--- src/rtl/pool2d_stream.sv ---
// Streaming POOL x POOL pooling (max or average) over CH parallel channels.
// Horizontal partials live in a per-channel accumulator; vertical partials live
// in a per-window-column line buffer, so in_valid gaps never lose window state.
module pool2d_stream #(
  parameter int unsigned dataColNum = 28,
  parameter int unsigned dataRowNum = 28,
  parameter int unsigned wordlength = 16,
  parameter int unsigned CH         = 4,
  parameter int unsigned POOL       = 2
) (
  input  logic                       clk,
  input  logic                       irst_n,
  input  logic                       in_valid,
  input  logic                       mode,
  input  logic [CH*wordlength-1:0]   pixels_in,
  output logic [CH*wordlength-1:0]   data_out,
  output logic                       out_valid,
  output logic                       frame_done
);

  localparam int unsigned LOG2P = $clog2(POOL);
  localparam int unsigned ACC   = wordlength + 2 * LOG2P;
  localparam int unsigned WC    = dataColNum / POOL;
  localparam int unsigned WR    = dataRowNum / POOL;
  localparam int unsigned CUSED = WC * POOL;
  localparam int unsigned RUSED = WR * POOL;
  localparam int unsigned CW    = (dataColNum > 1) ? $clog2(dataColNum) : 1;
  localparam int unsigned RW    = (dataRowNum > 1) ? $clog2(dataRowNum) : 1;
  localparam int unsigned WCW   = (WC > 1) ? $clog2(WC) : 1;

  typedef logic signed [ACC-1:0] acc_t;

  logic [CW-1:0]             col_q, col_d;
  logic [RW-1:0]             row_q, row_d;
  logic                      mode_q, mode_d;
  acc_t                      hacc_q [CH];
  acc_t                      hacc_d [CH];
  acc_t                      lb_q [WC][CH];
  acc_t                      lb_wdata [CH];
  logic                      lb_we;
  logic [WCW-1:0]            wc;
  logic [CH*wordlength-1:0]  data_out_d;
  logic                      out_valid_d, frame_done_d;

  logic                      first_px, avg, in_win, first_col, last_col;
  logic [LOG2P-1:0]          col_off, row_off;
  logic signed [wordlength-1:0] pxn;
  acc_t                      pxe, h, res, sh;

  // Max or sum of two partial results, depending on the frame's mode.
  function automatic acc_t combine(input acc_t a, input acc_t b, input logic is_avg);
    if (is_avg) return a + b;
    return (a > b) ? a : b;
  endfunction

  // Next-state: counters, mode capture, accumulators, line-buffer write, output.
  always_comb begin
    col_d        = col_q;
    row_d        = row_q;
    mode_d       = mode_q;
    hacc_d       = hacc_q;
    lb_we        = 1'b0;
    for (int c = 0; c < CH; c++) lb_wdata[c] = '0;
    data_out_d   = data_out;
    out_valid_d  = 1'b0;
    frame_done_d = 1'b0;
    pxn          = '0;
    pxe          = '0;
    h            = '0;
    res          = '0;
    sh           = '0;

    first_px  = (col_q == '0) && (row_q == '0);
    avg       = first_px ? mode : mode_q;
    wc        = WCW'(col_q >> LOG2P);
    in_win    = (32'(col_q) < CUSED) && (32'(row_q) < RUSED);
    col_off   = col_q[LOG2P-1:0];
    row_off   = row_q[LOG2P-1:0];
    first_col = (col_off == '0);
    last_col  = (col_off == LOG2P'(POOL - 1));

    if (in_valid) begin
      if (first_px) mode_d = mode;

      if (col_q == CW'(dataColNum - 1)) begin
        col_d = '0;
        if (row_q == RW'(dataRowNum - 1)) row_d = '0;
        else                              row_d = row_q + RW'(1);
      end else begin
        col_d = col_q + CW'(1);
      end

      if (in_win) begin
        for (int c = 0; c < CH; c++) begin
          pxn = pixels_in[c*wordlength +: wordlength];
          pxe = ACC'(pxn);
          if (first_col) hacc_d[c] = pxe;
          else           hacc_d[c] = combine(hacc_q[c], pxe, avg);
          h = combine(hacc_q[c], pxe, avg);
          if (last_col) begin
            if (row_off == '0) begin
              lb_we       = 1'b1;
              lb_wdata[c] = h;
            end else if (row_off != LOG2P'(POOL - 1)) begin
              lb_we       = 1'b1;
              lb_wdata[c] = combine(lb_q[wc][c], h, avg);
            end else begin
              res = combine(lb_q[wc][c], h, avg);
              sh  = avg ? (res >>> (2 * LOG2P)) : res;
              data_out_d[c*wordlength +: wordlength] = sh[wordlength-1:0];
            end
          end
        end
        if (last_col && (row_off == LOG2P'(POOL - 1))) begin
          out_valid_d  = 1'b1;
          frame_done_d = (32'(row_q >> LOG2P) == WR - 1) && (32'(col_q >> LOG2P) == WC - 1);
        end
      end
    end
  end

  // State and output registers.
  always_ff @(posedge clk or negedge irst_n) begin
    if (!irst_n) begin
      col_q      <= '0;
      row_q      <= '0;
      mode_q     <= 1'b0;
      for (int c = 0; c < CH; c++) hacc_q[c] <= '0;
      data_out   <= '0;
      out_valid  <= 1'b0;
      frame_done <= 1'b0;
    end else begin
      col_q      <= col_d;
      row_q      <= row_d;
      mode_q     <= mode_d;
      for (int c = 0; c < CH; c++) hacc_q[c] <= hacc_d[c];
      data_out   <= data_out_d;
      out_valid  <= out_valid_d;
      frame_done <= frame_done_d;
    end
  end

  // Line buffer: vertical partials per window column, always written before read.
  always_ff @(posedge clk) begin
    if (lb_we) begin
      for (int c = 0; c < CH; c++) lb_q[wc][c] <= lb_wdata[c];
    end
  end

endmodule

--- config.mk ---
export PLATFORM = sky130hd
export DESIGN_NAME = pool2d_stream
export DESIGN_NICKNAME = d
export VERILOG_FILES = /design/src/rtl/pool2d_stream.sv
export SDC_FILE = /design/constraint.sdc
export NUM_CORES = 2
export LEC_CHECK = 0
export BUFFER_PORTS_ARGS = -buffer_cell sky130_fd_sc_hd__buf_2
export CORE_MARGIN = 10
export CORE_UTILIZATION = 34
export DETAILED_ROUTE_END_ITERATION = 8
export HOLD_SLACK_MARGIN = 0.03
export MAX_ROUTING_LAYER = met4
export PLACE_DENSITY_LB_ADDON = 0.2
export SLEW_MARGIN = 20
export SYNTH_ARGS = -nofsm -noshare
export SYNTH_HDL_FRONTEND = slang
export SYNTH_SLANG_ARGS = --single-unit
--- constraint.sdc ---
create_clock -name clk -period 13.05 [get_ports clk]
set_input_delay 0 -clock clk [delete_from_list [all_inputs] [get_ports clk]]
set_output_delay 0 -clock clk [all_outputs]
set_load 0.01 [all_outputs]
# Word level (Yosys, flattened, before mapping)
# Memory sizes are Yosys's and may differ from the RTL's.
# Cells that the tools add are included.
word_totals:
  reg_bits: 149
  mem_count: 1
  mem_bits_ro: 0
  latch_bits: 0
  wordCells: 123
  ramBits: 1008
  output_inout_bits: 66
  input_bits: 68
op_classes:
  n_shift: 0
  n_reduce_logical: 9
  n_eq_ne: 4
  n_mul: 0
  bitwise: 0
  n_lt_le_gt_ge: 10
  div: 0
  n_mux: 79
  add_sub_neg: 10
mem_list:
  columns: ["memory", "depth", "width", "read_ports", "rd_clocked_by_memory_dff", "write_ports", "line_no", "text"]
  rows:
  - ["lb_q", 14, 72, 1, 0, 1, "38", "acc_t lb_q [WC][CH];"]
op_table:
  columns: ["cell", "n"]
  rows:
  - ["18-bit two-way mux", 48]
  - ["72-bit two-way mux", 2]
  - ["18-bit by 16-bit adder with 18-bit output", 4]
  - ["18-bit adder", 4]
  - ["18-bit by 16-bit > comparator with 1-bit output", 4]
  - ["18-bit > comparator", 4]
  - ["16-bit two-way mux", 4]
  - ["1-bit two-way mux", 23]
  - ["5-bit by 1-bit adder with 5-bit output, second input constant", 2]
  - ["5-bit equality test, second input constant", 2]
  - ["5-bit logical NOT", 2]
  - ["5-bit < comparator, second input constant", 2]
  - ["5-bit two-way mux", 2]
  - ["4-bit equality test, second input constant", 2]
  - ["1-bit logical AND", 4]
  - ["2-bit AND reduction", 2]
  - ["4-bit AND reduction", 1]

# Longest topological paths before layout
depth:
  ltp_word: 13
  depth_mapped: 31
  ltp_nobuf: 25

# Worst setup path before layout
# Ideal clock, no wire load.
synth_path:
  path_kind: "reg2reg"
  from: "register col_q[1]"
  to: "memory lb_q[0][0] (netlist name), enable pin"
  required_time_ns: 12.345
  setup_ns: 0.705
  stages_incl_launch_ff: 9
  n_path_buf: 7
  slack_ns: 3.062
  arrival_ns: 9.283
  path_cell_list: "dfrtp_1 > buf_2 > buf_2 > buf_2 > buf_2 > clkbuf_1 > buf_2 > buf_2 > nor4b_1"
synth_via:
  elab_chain_len: 6
synth_rtl:
  columns: ["item", "line_no", "text"]
  rows:
  - ["start: declaration", "33", "logic [CW-1:0] col_q, col_d;"]
  - ["start signal: assignment", "133", "col_q <= col_d;"]
  - ["5-bit < comparator", "76", "in_win = (32'(col_q) < CUSED) && (32'(row_q) < RUSED);"]
  - ["1-bit logical AND", "76", null]
  - ["1-bit two-way mux", "93", "if (in_win) begin"]
  - ["1-bit two-way mux", "82", "if (in_valid) begin"]
  - ["1-bit two-way mux", "145", "if (lb_we) begin"]
  - ["1-bit two-way mux (implied by the code)", "146", "for (int c = 0; c < CH; c++) lb_q[wc][c] <= lb_wdata[c];"]
  - ["end: declaration", "38", null]
# Several ways; a longest one is shown, not always the timed one.

# Worst setup path in the final report
layout_path:
  from: "register hacc_q[35] (netlist name)"
  to: "register data_out[36]"
layout_via:
  elab_chain_len: 9
layout_rtl:
  columns: ["item", "line_no", "text"]
  rows:
  - ["start: declaration", "36", "acc_t hacc_q [CH];"]
  - ["18-bit by 16-bit adder with 18-bit output or 18-bit by 16-bit > comparator with 1-bit output (tied branches)", "52, 53", null]
  - ["18-bit two-way mux, on equally long branches", "52, 53", null]
  - ["18-bit two-way mux *", "53", "return (a > b) ? a : b;"]
  - ["18-bit two-way mux *", "93", null]
  - ["18-bit two-way mux *", "82", null]
  - ["18-bit > comparator or 18-bit adder (tied branches)", "53, 52", null]
  - ["18-bit two-way mux, on equally long branches", "53, 52", null]
  - ["18-bit two-way mux *", "53", null]
  - ["16-bit two-way mux *", "109", "sh = avg ? (res >>> (2 * LOG2P)) : res;"]
  - ["end signal: assignment", "137", "data_out <= data_out_d;"]
  - ["end: declaration", "16", "output logic [CH*wordlength-1:0] data_out,"]
# Every way passes the cells marked *; elsewhere a longest branch is shown, timed or not. The select of a mux whose other input is x is not followed.
# A chain may end at the register's enable or synchronous reset.

==> flow_summary.yaml <==
cells_and_area:
  fillCellCount: 15300
  multi_input_area_sq_um: 20800
  area_delta_synth_final_pct: 14.9
  seqCellArea_sq_um: 34000
  design.final.nets: 4443
  final_cells: 6382
  final_layout_size_suffix_gt1_frac: 0.197
timing:
  grt_setup_unrepaired: "false"
  slew_viol_final: 0
  fin_crit_sh: 0.532
  fmax_ghz: 0.144
  finalSetupTns_ns: 0
  layout_min_cycle_time_ns: 6.94
  relSlewSlack: 0.240
  skew_ns: 0.0614
  final_critical_path_setup_slack_ns: 6.11
  setup_viol: 0
  hold_violations: 0
  worst_pin_slew_ns: 1.14
power:
  combPwrFrac: 0.488
  p_sw_mw: 6.63
  irDropWorstVdd_mv: 0.165
  power_frac_seq: 0.291
  powerDensity_nw_per_um2: 249
  clockPowerShare: 0.221
  switching_share: 0.412
  internal-power_mw: 9.48
  leakage_nw: 25.4
logic_synthesis:
  ys_async_sr_fraction: 0.129
  ys_seq_area_frac: 0.604
  synth_edf_count: 1008
  synth_cell_types: 83
  netlist_area_sq_um: 56200
  synth_top_cell_by_area: "edfxtp_1"
  synth-seq-cells: 1157
  synth_ff_type: "edfxtp_1"
  yosys-top-cells-area: "edfxtp_1, mux4_2, dfrtp_1, ha_1, mux2i_1"
  syn_nets: 4211
  syn_area_per_cell_sq_um: 14.6
  ys_warn_count: 0
  synth_top_cell_area_share: 0.538
  synth_cells: 3852
place:
  place_ws_ns: 5.94
  post-dp-hpwl_mm: 98.3
  dp_cells: 6076
  gp_congestion: 0.828
  portBuffers: 133
hold_path:
  min_from: "pixels_in[39]"
  holdCritPathClass: "input port to register"
setup_path:
  crit_chain: "ha_1, nand4_1, nor3_2, a31oi_1, and4_4, nor3_2, buf_4, a21oi_1, a21oi_1, inv_1, ha_1, nand4b_1, nor4_1, and4_1, o21ai_0, a21oi_1, a31oi_1, o31ai_2, mux2i_1, a31oi_4, mux2i_1, nand2_1, a21oi_1"
  start_kind: "register"
  required_ns: 13.72
  crit_fanout: 27
  r2r-start: "hacc_q[35]$_DFFE_PN0P_"
  worst_path_largest_cell_delay_ns: 0.85
  path_common_cell: "a21oi_1"
  cp.arrival_ns: 7.60
  worst-setup-path-type: "register to register"
  critPathSlowestCell: "nor3_2"
  crit_start: "hacc_q[35]$_DFFE_PN0P_"
  endpoint_kind: "register"
clock_tree:
  clkSinkCount: 1157
  cts_htree_levels: 3
  clk_latency_ns: 0.77
  cts_tree: "done"
  numCtsBuffers: 121
  cts_buffer_depth: 3
  cts_root_buf: "clkbuf_16"
  clk_pin_slew_ns: 0.07
floorplan:
  die_y_um: 427
  die-area_sq_um: 182000
  start_util: 0.342
  die_w_um: 427
  io_pins: 134
  rows: 149
  core_sq_um: 165000
global_route:
  grt_max_degree: 141
  grt_use_total: 0.178
  grt_pass1_wl_mm: 236
  grt_antenna_before_repair: 7
  grt_pass1_vias: 34300
  grt-ovfl-total: 0
drt:
  drt-total-wl_mm: 159
  first_iter_violations: 2628
  dr.pass1.iters: 5
  vias_per_cell: 5.27
  avgRoutedWirePerCell_um: 24.9
  ant_nets: 0
  drc: 0
  vias: 33600
run_status:
  status: "finished, final reports clean"
job:
  cap_violations: 0
sequential cells by signal, summed over array words and instances, names as in the netlist:
signal      cells
hacc_q         72
out_valid       1
lb_q         1008
data_out       64
row_q           5
col_q           5
mode_q          1
frame_done      1
critical path, delay by kind of cell, from the launching register on:
family	cells	cell delay, ns
adders and majority gates	2	0.89
AOI/OAI and AO/OA	9	2.05
and+or+nand+nor	8	2.47
DFF	1	0.40
muxes	2	0.42
buffers and inverters	2	0.61
cell families after synthesis:
family / after synthesis / synth area share
AO/OA/AOI/OAI: 675 / 0.0728
buffers and inverters: 398 / 0.0277
AND/OR/NAND/NOR: 726 / 0.0598
XOR/XNOR: 110 / 0.0171
adder cells (fa/ha/maj): 291 / 0.0653
flip-flops: 1157 / 0.604
multiplexers: 495 / 0.153
final cells by class:
type	instances	area share
Sequential cell	1157	0.526
Multi-Input combinational cell	2297	0.322
Clock buffer	153	0.0500
Tap cell	2189	0.0424
Timing Repair Buffer	284	0.0317
Clock inverter	76	0.0140
Inverter	223	0.0130
Antenna cell	3	0.000116
stage by stage:
step | utilization | hold WS (ns) | instance area (sq um) | power [mW]
global placement | 0.363 | 0.0606 | 59700 | 12.6
CTS | 0.393 | 0.0637 | 64600 | 16.3
finish | 0.393 | 0.118 | 64600 | 16.1
detailed placement | 0.363 | 0.0658 | 59700 | 12.6
global route | 0.393 | 0.136 | 64600 | 17.2
floorplan | - | -0.296 | 56200 | 10.2
placed cells by master, fill, tap and decap left out, types with 90 or more instances in the layout:
cell	netlist	routed
mux4_2	282	282
o21ai_0	174	173
clkbuf_16	0	122
nand2_1	201	198
edfxtp_1	1008	1008
nor2_1	277	270
buf_2	44	132
dfrtp_1	149	144
inv_1	222	222
mux2_2	91	90
mux2i_1	122	121
a21oi_1	242	242
ha_1	287	287
synthesized netlist by cell type (all sizes together) (22+ instances only):
master  instances
edfxtp       1008
ha            287
mux4          282
nor2          278
a21oi         242
inv           222
nand2         201
o21ai         198
dfrtp         149
mux2i         122
clkbuf        106
mux2           91
buf            69
xnor2          69
nor3           48
a21o           42
xor2           41
o21bai         37
nand2b         27
nand3          23
or3            22
timing repair:
item                      in CTS  in global routing
buffers inserted               0                  0
hold endpoints to repair     222                  0
gates resized for setup        0                  0
hold buffers                  74                  0
power by group through the flow:
stage	Clock, mW	Sequential [mW]	Combinational (mW)
2_1_floorplan	0	4.61	5.57
3_3_place_gp	0	4.77	7.87
3_5_place_dp	0	4.77	7.85
4_1_cts	3.65	4.70	7.92
5_1_grt	3.81	4.72	8.65
6_report	3.56	4.68	7.86
worst paths after layout:
path                                       endpoint  slack [ns]  cells past startpoint
setup / recovery           data_out[36]$_DFFE_PN0P_        6.11                     23
hold / removal               hacc_q[25]$_DFFE_PN0P_        0.12                      4
setup reg to reg           data_out[36]$_DFFE_PN0P_        6.11                     23
hold reg to reg            data_out[56]$_DFFE_PN0P_        0.48                      2
max in group asynchronous  data_out[40]$_DFFE_PN0P_       11.24                      5
min in group asynchronous     hacc_q[6]$_DFFE_PN0P_        0.37                      4
per-layer routing:
metal  global-route usage  share of wire  vias up
met4               0.0372          0.018        0
met1                0.237           0.45    17500
met2                0.293           0.50      726
li1                     -              -    15200
met3               0.0199          0.039      196
met5                    -              0        -
No activity file was read; power rests on OpenSTA's default activity.
